--- src/rtl/vend_pkg.sv ---
// Shared definitions for the parametrised vending controller.
//   vend_state_e  : 2-bit FSM state encoding (IDLE/COLLECT/DISPENSE/REFUND)
//   DEF_*         : default parameter values used by the top and its interface
//   order_ok()    : legal-order check (ball count in range and affordable)
package vend_pkg;

    typedef enum logic [1:0] {
        IDLE     = 2'd0,
        COLLECT  = 2'd1,
        DISPENSE = 2'd2,
        REFUND   = 2'd3
    } vend_state_e;

    localparam int DEF_COIN_W     = 2;
    localparam int DEF_CREDIT_W   = 4;
    localparam int DEF_CREDIT_MAX = 15;
    localparam int DEF_PRICE      = 2;
    localparam int DEF_BALL_W     = 2;
    localparam int DEF_MAX_BALLS  = 3;

    // cost is computed by the caller at full width (balls * price), so no
    // overflow can make an unaffordable order look cheap.
    function automatic logic order_ok(input int balls, input int cost,
                                      input int credit, input int max_balls);
        return (balls >= 1) && (balls <= max_balls) && (cost <= credit);
    endfunction

endpackage

--- src/rtl/vend_fsm_param_if.sv ---
// Bus between the vending controller and its front/back ends.
//   Inputs to the controller : coin_valid/coin_value, order_valid/order_balls,
//                              cancel, out_ready, change_ready
//   Outputs of the controller: state, credit, coin_reject, order_nack,
//                              out_valid/out_balls, change_valid/change_amount
// Handshakes: out_valid/out_balls and change_valid/change_amount are held
// stable until the matching ready is seen high in the same cycle as valid;
// the transfer completes on that clock edge.
interface vend_fsm_param_if
    import vend_pkg::*;
#(
    parameter int COIN_W   = DEF_COIN_W,
    parameter int CREDIT_W = DEF_CREDIT_W,
    parameter int BALL_W   = DEF_BALL_W
);
    logic                coin_valid;
    logic [COIN_W-1:0]   coin_value;
    logic                order_valid;
    logic [BALL_W-1:0]   order_balls;
    logic                cancel;
    logic                out_ready;
    logic                change_ready;
    vend_state_e         state;
    logic [CREDIT_W-1:0] credit;
    logic                coin_reject;
    logic                order_nack;
    logic                out_valid;
    logic [BALL_W-1:0]   out_balls;
    logic                change_valid;
    logic [CREDIT_W-1:0] change_amount;

    modport slave (
        input  coin_valid, coin_value, order_valid, order_balls, cancel,
               out_ready, change_ready,
        output state, credit, coin_reject, order_nack, out_valid, out_balls,
               change_valid, change_amount
    );

    modport master (
        output coin_valid, coin_value, order_valid, order_balls, cancel,
               out_ready, change_ready,
        input  state, credit, coin_reject, order_nack, out_valid, out_balls,
               change_valid, change_amount
    );
endinterface

--- src/rtl/vend_credit_acc.sv ---
// Credit register with subtract, add-with-ceiling and clear.
//   clk, reset            : clock, synchronous active-high reset
//   add_en/add_value      : coin to add (applied after any subtract)
//   sub_en/sub_value      : order cost to take off (caller ensures <= credit)
//   clear                 : zero the credit (overrides add/subtract)
//   credit                : registered credit
//   credit_next           : value credit takes on the next edge
//   reject                : add would exceed CREDIT_MAX; credit keeps base value
module vend_credit_acc
    import vend_pkg::*;
#(
    parameter int COIN_W     = DEF_COIN_W,
    parameter int CREDIT_W   = DEF_CREDIT_W,
    parameter int CREDIT_MAX = DEF_CREDIT_MAX
) (
    input  logic                clk,
    input  logic                reset,
    input  logic                add_en,
    input  logic [COIN_W-1:0]   add_value,
    input  logic                sub_en,
    input  logic [CREDIT_W-1:0] sub_value,
    input  logic                clear,
    output logic [CREDIT_W-1:0] credit,
    output logic [CREDIT_W-1:0] credit_next,
    output logic                reject
);
    logic [CREDIT_W-1:0] base;
    logic [CREDIT_W:0]   sum;

    always_comb begin
        base = sub_en ? (credit - sub_value) : credit;
        // One extra bit so the ceiling test cannot be fooled by wrap-around.
        sum    = {1'b0, base} + (CREDIT_W+1)'(add_value);
        reject = add_en && (sum > (CREDIT_W+1)'(CREDIT_MAX));
        if (clear) begin
            credit_next = '0;
        end else if (add_en && !reject) begin
            credit_next = sum[CREDIT_W-1:0];
        end else begin
            credit_next = base;
        end
    end

    always_ff @(posedge clk) begin
        if (reset) begin
            credit <= '0;
        end else begin
            credit <= credit_next;
        end
    end
endmodule

--- src/rtl/vend_fsm_param.sv ---
// Parametrised vending controller: accumulates coin credit, takes multi-ball
// orders at PRICE units per ball, dispenses via out_valid/out_ready, refunds
// via change_valid/change_ready, keeps leftover credit between orders.
//   clk, reset : clock, synchronous active-high reset
//   bus        : vend_fsm_param_if slave modport (coins, orders, cancel,
//                both handshakes, state/credit/pulse outputs)
// Every output is a register; no input reaches an output combinationally.
module vend_fsm_param
    import vend_pkg::*;
#(
    parameter int COIN_W     = DEF_COIN_W,
    parameter int CREDIT_W   = DEF_CREDIT_W,
    parameter int CREDIT_MAX = DEF_CREDIT_MAX,
    parameter int PRICE      = DEF_PRICE,
    parameter int BALL_W     = DEF_BALL_W,
    parameter int MAX_BALLS  = DEF_MAX_BALLS
) (
    input logic             clk,
    input logic             reset,
    vend_fsm_param_if.slave bus
);
    localparam int COST_W = CREDIT_W + BALL_W;

    vend_state_e         state_q, state_n;
    logic                coin_reject_q, coin_reject_n;
    logic                order_nack_q, order_nack_n;
    logic                out_valid_q, out_valid_n;
    logic [BALL_W-1:0]   out_balls_q, out_balls_n;
    logic                change_valid_q, change_valid_n;
    logic [CREDIT_W-1:0] change_amount_q, change_amount_n;
    logic                cancel_pend_q, cancel_pend_n;

    logic                add_en, sub_en, clear, acc_reject, order_legal;
    logic [CREDIT_W-1:0] credit_q, credit_next;
    logic [COST_W-1:0]   cost;

    assign cost        = COST_W'(bus.order_balls) * COST_W'(PRICE);
    assign order_legal = order_ok(int'(bus.order_balls), int'(cost),
                                  int'(credit_q), MAX_BALLS);

    vend_credit_acc #(
        .COIN_W     (COIN_W),
        .CREDIT_W   (CREDIT_W),
        .CREDIT_MAX (CREDIT_MAX)
    ) u_acc (
        .clk         (clk),
        .reset       (reset),
        .add_en      (add_en),
        .add_value   (bus.coin_value),
        .sub_en      (sub_en),
        .sub_value   (cost[CREDIT_W-1:0]),
        .clear       (clear),
        .credit      (credit_q),
        .credit_next (credit_next),
        .reject      (acc_reject)
    );

    always_ff @(posedge clk) begin
        if (reset) begin
            state_q         <= IDLE;
            coin_reject_q   <= 1'b0;
            order_nack_q    <= 1'b0;
            out_valid_q     <= 1'b0;
            out_balls_q     <= '0;
            change_valid_q  <= 1'b0;
            change_amount_q <= '0;
            cancel_pend_q   <= 1'b0;
        end else begin
            state_q         <= state_n;
            coin_reject_q   <= coin_reject_n;
            order_nack_q    <= order_nack_n;
            out_valid_q     <= out_valid_n;
            out_balls_q     <= out_balls_n;
            change_valid_q  <= change_valid_n;
            change_amount_q <= change_amount_n;
            cancel_pend_q   <= cancel_pend_n;
        end
    end

    always_comb begin
        state_n         = state_q;
        coin_reject_n   = 1'b0;
        order_nack_n    = 1'b0;
        out_valid_n     = out_valid_q;
        out_balls_n     = out_balls_q;
        change_valid_n  = change_valid_q;
        change_amount_n = change_amount_q;
        cancel_pend_n   = cancel_pend_q;
        add_en          = 1'b0;
        sub_en          = 1'b0;
        clear           = 1'b0;

        case (state_q)
            IDLE, COLLECT: begin
                if (bus.cancel && state_q == COLLECT) begin
                    // Refund snapshots current credit; a coin arriving in
                    // the same cycle is handed straight back.
                    state_n         = REFUND;
                    change_valid_n  = 1'b1;
                    change_amount_n = credit_q;
                    coin_reject_n   = bus.coin_valid;
                end else begin
                    add_en = bus.coin_valid;
                    // cancel outranks order; in IDLE it only drops the order.
                    if (bus.order_valid && !bus.cancel) begin
                        if (order_legal) begin
                            sub_en      = 1'b1;
                            out_valid_n = 1'b1;
                            out_balls_n = bus.order_balls;
                        end else begin
                            order_nack_n = 1'b1;
                        end
                    end
                    coin_reject_n = acc_reject;
                    if (sub_en) begin
                        state_n = DISPENSE;
                    end else begin
                        state_n = (credit_next != '0) ? COLLECT : IDLE;
                    end
                end
            end
            DISPENSE: begin
                coin_reject_n = bus.coin_valid;
                if (bus.cancel) begin
                    cancel_pend_n = 1'b1;
                end
                if (bus.out_ready) begin
                    out_valid_n   = 1'b0;
                    out_balls_n   = '0;
                    cancel_pend_n = 1'b0;
                    if ((cancel_pend_q || bus.cancel) && credit_q != '0) begin
                        state_n         = REFUND;
                        change_valid_n  = 1'b1;
                        change_amount_n = credit_q;
                    end else begin
                        state_n = (credit_q != '0) ? COLLECT : IDLE;
                    end
                end
            end
            REFUND: begin
                coin_reject_n = bus.coin_valid;
                if (bus.change_ready) begin
                    change_valid_n  = 1'b0;
                    change_amount_n = '0;
                    clear           = 1'b1;
                    state_n         = IDLE;
                end
            end
        endcase
    end

    assign bus.state         = state_q;
    assign bus.credit        = credit_q;
    assign bus.coin_reject   = coin_reject_q;
    assign bus.order_nack    = order_nack_q;
    assign bus.out_valid     = out_valid_q;
    assign bus.out_balls     = out_balls_q;
    assign bus.change_valid  = change_valid_q;
    assign bus.change_amount = change_amount_q;
endmodule
--- src/flat_wrapper.sv ---
// flat-port wrapper written by rule: the top's interface ports become plain ports
module vend_fsm_param_flat import vend_pkg::*;
#(
    parameter int COIN_W     = DEF_COIN_W,
    parameter int CREDIT_W   = DEF_CREDIT_W,
    parameter int CREDIT_MAX = DEF_CREDIT_MAX,
    parameter int PRICE      = DEF_PRICE,
    parameter int BALL_W     = DEF_BALL_W,
    parameter int MAX_BALLS  = DEF_MAX_BALLS
)
  (clk, reset, bus_coin_valid, bus_coin_value, bus_order_valid, bus_order_balls, bus_cancel, bus_out_ready, bus_change_ready, bus_state, bus_credit, bus_coin_reject, bus_order_nack, bus_out_valid, bus_out_balls, bus_change_valid, bus_change_amount);
  vend_fsm_param_if #(.COIN_W(COIN_W), .CREDIT_W(CREDIT_W), .BALL_W(BALL_W)) bus_i ();
  input logic clk;
  input logic reset;
  input wire logic [$bits(bus_i.coin_valid)-1:0] bus_coin_valid;
  input wire logic [$bits(bus_i.coin_value)-1:0] bus_coin_value;
  input wire logic [$bits(bus_i.order_valid)-1:0] bus_order_valid;
  input wire logic [$bits(bus_i.order_balls)-1:0] bus_order_balls;
  input wire logic [$bits(bus_i.cancel)-1:0] bus_cancel;
  input wire logic [$bits(bus_i.out_ready)-1:0] bus_out_ready;
  input wire logic [$bits(bus_i.change_ready)-1:0] bus_change_ready;
  output wire logic [$bits(bus_i.state)-1:0] bus_state;
  output wire logic [$bits(bus_i.credit)-1:0] bus_credit;
  output wire logic [$bits(bus_i.coin_reject)-1:0] bus_coin_reject;
  output wire logic [$bits(bus_i.order_nack)-1:0] bus_order_nack;
  output wire logic [$bits(bus_i.out_valid)-1:0] bus_out_valid;
  output wire logic [$bits(bus_i.out_balls)-1:0] bus_out_balls;
  output wire logic [$bits(bus_i.change_valid)-1:0] bus_change_valid;
  output wire logic [$bits(bus_i.change_amount)-1:0] bus_change_amount;
  assign bus_i.coin_valid = bus_coin_valid;
  assign bus_i.coin_value = bus_coin_value;
  assign bus_i.order_valid = bus_order_valid;
  assign bus_i.order_balls = bus_order_balls;
  assign bus_i.cancel = bus_cancel;
  assign bus_i.out_ready = bus_out_ready;
  assign bus_i.change_ready = bus_change_ready;
  assign bus_state = bus_i.state;
  assign bus_credit = bus_i.credit;
  assign bus_coin_reject = bus_i.coin_reject;
  assign bus_order_nack = bus_i.order_nack;
  assign bus_out_valid = bus_i.out_valid;
  assign bus_out_balls = bus_i.out_balls;
  assign bus_change_valid = bus_i.change_valid;
  assign bus_change_amount = bus_i.change_amount;
  vend_fsm_param #(.COIN_W(COIN_W), .CREDIT_W(CREDIT_W), .CREDIT_MAX(CREDIT_MAX), .PRICE(PRICE), .BALL_W(BALL_W), .MAX_BALLS(MAX_BALLS)) u_core (.clk(clk), .reset(reset), .bus(bus_i));
endmodule
--- config.mk ---
export PLATFORM = sky130hd
export DESIGN_NAME = vend_fsm_param_flat
export DESIGN_NICKNAME = d
export VERILOG_FILES = /design/src/rtl/vend_pkg.sv /design/src/rtl/vend_fsm_param_if.sv /design/src/rtl/vend_credit_acc.sv /design/src/rtl/vend_fsm_param.sv /design/src/flat_wrapper.sv
export SDC_FILE = /design/constraint.sdc
export NUM_CORES = 1
export LEC_CHECK = 0
export BUFFER_PORTS_ARGS = -buffer_cell sky130_fd_sc_hd__buf_4
export CAP_MARGIN = 0
export CORE_MARGIN = 8
export CORE_UTILIZATION = 46
export DETAILED_ROUTE_END_ITERATION = 16
export PLACE_DENSITY_LB_ADDON = 0.12
export REMOVE_ABC_BUFFERS = 1
export SLEW_MARGIN = 25
export SYNTH_ARGS = -nofsm -noshare
export SYNTH_HDL_FRONTEND = slang
export SYNTH_SLANG_ARGS = --single-unit
export TNS_END_PERCENT = 30
--- constraint.sdc ---
create_clock -name clk -period 3.4 [get_ports clk]
set_clock_uncertainty 0.15 [all_clocks]
set_input_delay 0.68 -clock clk [delete_from_list [all_inputs] [get_ports clk]]
set_output_delay 0.68 -clock clk [all_outputs]
set_load 0.01 [all_outputs]
==> summary.txt <==
Via Count: 1033
Setup TNS Final: 0 ns
worst slew pin tran: 0.548 ns
commonest non-fill, non-tap cell in the layout: buf_4
crit path DAT: 3.09 ns
Tcrit/Tclk final: 0.895
synth unique cells: 35
Post-CTS Hold Fix Bufs: 0
Final Max Tran Viols: 0
mux contribution to synthesized area: 0.0496
CTS tree: done
# DRC: 0
Final #Nets: 175
CP Launch Type: primary input
post-layout util: 0.604
P per Cell Area: 567 nW/µm²
initial core utilization: 0.477
port bufs: 26
Synth Area in XOR/XNOR: 0
first-pass GRT wire length: 4.53 mm
share of layout cells above drive strength 1: 0.248
Max Fclk: 329 MHz
Cell Rows: 17
CP max FO: 7
Post-Route WL: 2.48 mm
main combinational cell family by area after synthesis: simple AND/OR/NAND/NOR gates
Crit Path Class: primary input to flip-flop
Async S/R FF share, synth: 0
status: finished clean
vias per cell: 5.58
Warnings, synthesis: 0
Max-cap violations: 0
Syn Area/Cell: 8.21 µm²
H-tree Lvls: 1
CP max stage delay: 0.55 ns
clock-pin slew on the worst setup and hold paths: 0.10 ns
crit end category: flip-flop
gr usage total: 0.133
CTS Buffer Depth: 2
post-route antenna net violation count: 0
relative slew slack: 0.624
post-synthesis simple-gate area fraction: 0.295
area grow syn2layout: 26.6%
hpwl dp: 2.02 mm
die area: 4020 µm²
Mapped Cells: 126
EDFF count, synth: 0
Min-Delay Path Class: flip-flop to flip-flop
die width: 63.4 µm
setup repair after global routing missed its margin: false
initial antenna violation count: 0
crit-path cells: buf_4 -> inv_1 -> ha_1 -> nand3b_1 -> a31oi_1 -> nand2_1 -> mux2i_1 -> inv_1 -> fa_1 -> or4b_1 -> and3_1
Worst Reg-to-Reg Cells: 10
core area: 2170 µm²
Clk Latency, worst-skew pair: 0.30 ns
Die Y: 63.4 µm
mapped cell area: 1030 µm²
Primary FF master, synth: dfxtp_1
Fin Hold WS: 0.308 ns
vias in the first global route: 972
First DRT Iteration DRCs: 27
diode count: 0
io pins: 27
cts bufs inserted: 3
final worst slack: 0.358 ns
final worst path period need: 3.04 ns
Max VDD drop: 0.335 mV
grt ovf: 0
largest net degree at the start of global routing: 15
post-synthesis sequential area ratio: 0.329
Place WS: -0.0432 ns
Worst EP required: 3.45 ns
P_leak: 0.000559 µW
Top cell by count, worst path: inv_1
GP Congestion: 0.857
CTS sink cnt: 17
Clock Tree Root: clkbuf_4
Final setup viols: 0
FF+latch count, synth: 17
Compound-Gate Fraction of Synth Area: 0.196
Worst Hold Path Cells: 2
First-pass DRT Iterations: 4
slowest CP cell: or4b_1
adder-cell share of the synthesized area: 0.0871
drt wl/cell: 13.4 µm
final hold violation count: 0
commonest non-fill, non-tap cells in the layout: buf_4, nand2_1, dfxtp_1
flip-flops by register name (all words and copies together), names as in the netlist:
register / count
u_core.u_acc.credit: 4
u_core.bus.change_amount: 4
u_core.bus.out_valid: 1
u_core.bus.coin_reject: 1
u_core.bus.order_nack: 1
u_core.bus.change_valid: 1
u_core.cancel_pend_q: 1
u_core.bus.state: 2
u_core.bus.out_balls: 2
worst paths after layout:
path / startpoint / to / slack (ns)
worst min register to register: u_core.bus.change_amount[1]$_SDFFE_PP0P_ / u_core.bus.change_amount[1]$_SDFFE_PP0P_ / 0.31
worst max-delay path: bus_order_balls[1] / u_core.u_acc.credit[2]$_SDFF_PP0_ / 0.36
worst max register to register: u_core.u_acc.credit[1]$_SDFF_PP0_ / u_core.u_acc.credit[2]$_SDFF_PP0_ / 0.36
worst min-delay path: u_core.bus.change_amount[1]$_SDFFE_PP0P_ / u_core.bus.change_amount[1]$_SDFFE_PP0P_ / 0.31
cell families after synthesis:
| group | after synthesis |
|---|---|
| AOI/OAI and AO/OA | 32 |
| buffers and inverters | 10 |
| muxes | 5 |
| adders and majority gates | 6 |
| and+or+nand+nor | 56 |
| DFF | 17 |
where the power goes:
group          leakage [µW]  internal, µW  total [µW]  switching, µW
registers          0.000139           231         273           41.9
logic              0.000403           172         358            186
clock network     0.0000177          43.8         112           67.8
total              0.000559           447         743            296
what timing repair did:
action / CTS / global route
resized for setup: 0 / 1
buffers inserted: 0 / 0
setup endpoints to repair: 0 / 1
metal layers:
metal / vias to the layer above / GRT usage / wire length, µm
met1: 483 / 0.151 / 1040
met4: 0 / 0.0279 / 21
met3: 2 / 0.0530 / 168
li1: 517 / - / -
met5: - / 0 / 0
met2: 31 / 0.228 / 1250
worst max-delay path, delay by kind of cell:
kind	cells	cell delay (ns)
AND/OR/NAND/NOR	4	0.94
adder cells (fa/ha/maj)	2	0.80
buffers and inverters	3	0.24
AO/OA/AOI/OAI	1	0.22
multiplexers	1	0.21
Yosys cell counts, types with 4 or more instances:
cell type,count,share of area
nand3_1,8,0.039
mux2i_1,4,0.039
dfxtp_1,17,0.33
o21ai_0,4,0.019
a21oi_1,15,0.073
nand2_1,25,0.091
ha_1,4,0.048
inv_1,7,0.025
metrics by stage:
| step | power [µW] | instances | instance area, µm² |
|---|---|---|---|
| 3_3_place_gp | 626 | 181 | 1280 |
| 2_1_floorplan | 500 | 123 | 1020 |
| 3_5_place_dp | 634 | 181 | 1280 |
| 6_report | 743 | 185 | 1310 |
| 5_1_grt | 809 | 185 | 1310 |
| 4_1_cts | 746 | 185 | 1300 |
cell type report:
cell class                 count  area [µm²]
clock buffer                   3        22.5
inverter                       7        26.3
multi-input combinational     99         656
clock inverter                 1        5.00
tap                           28        35.0
timing repair buffer          30         225
fill                         206         860
sequential                    17         340
(Power assumes the default switching activity.)
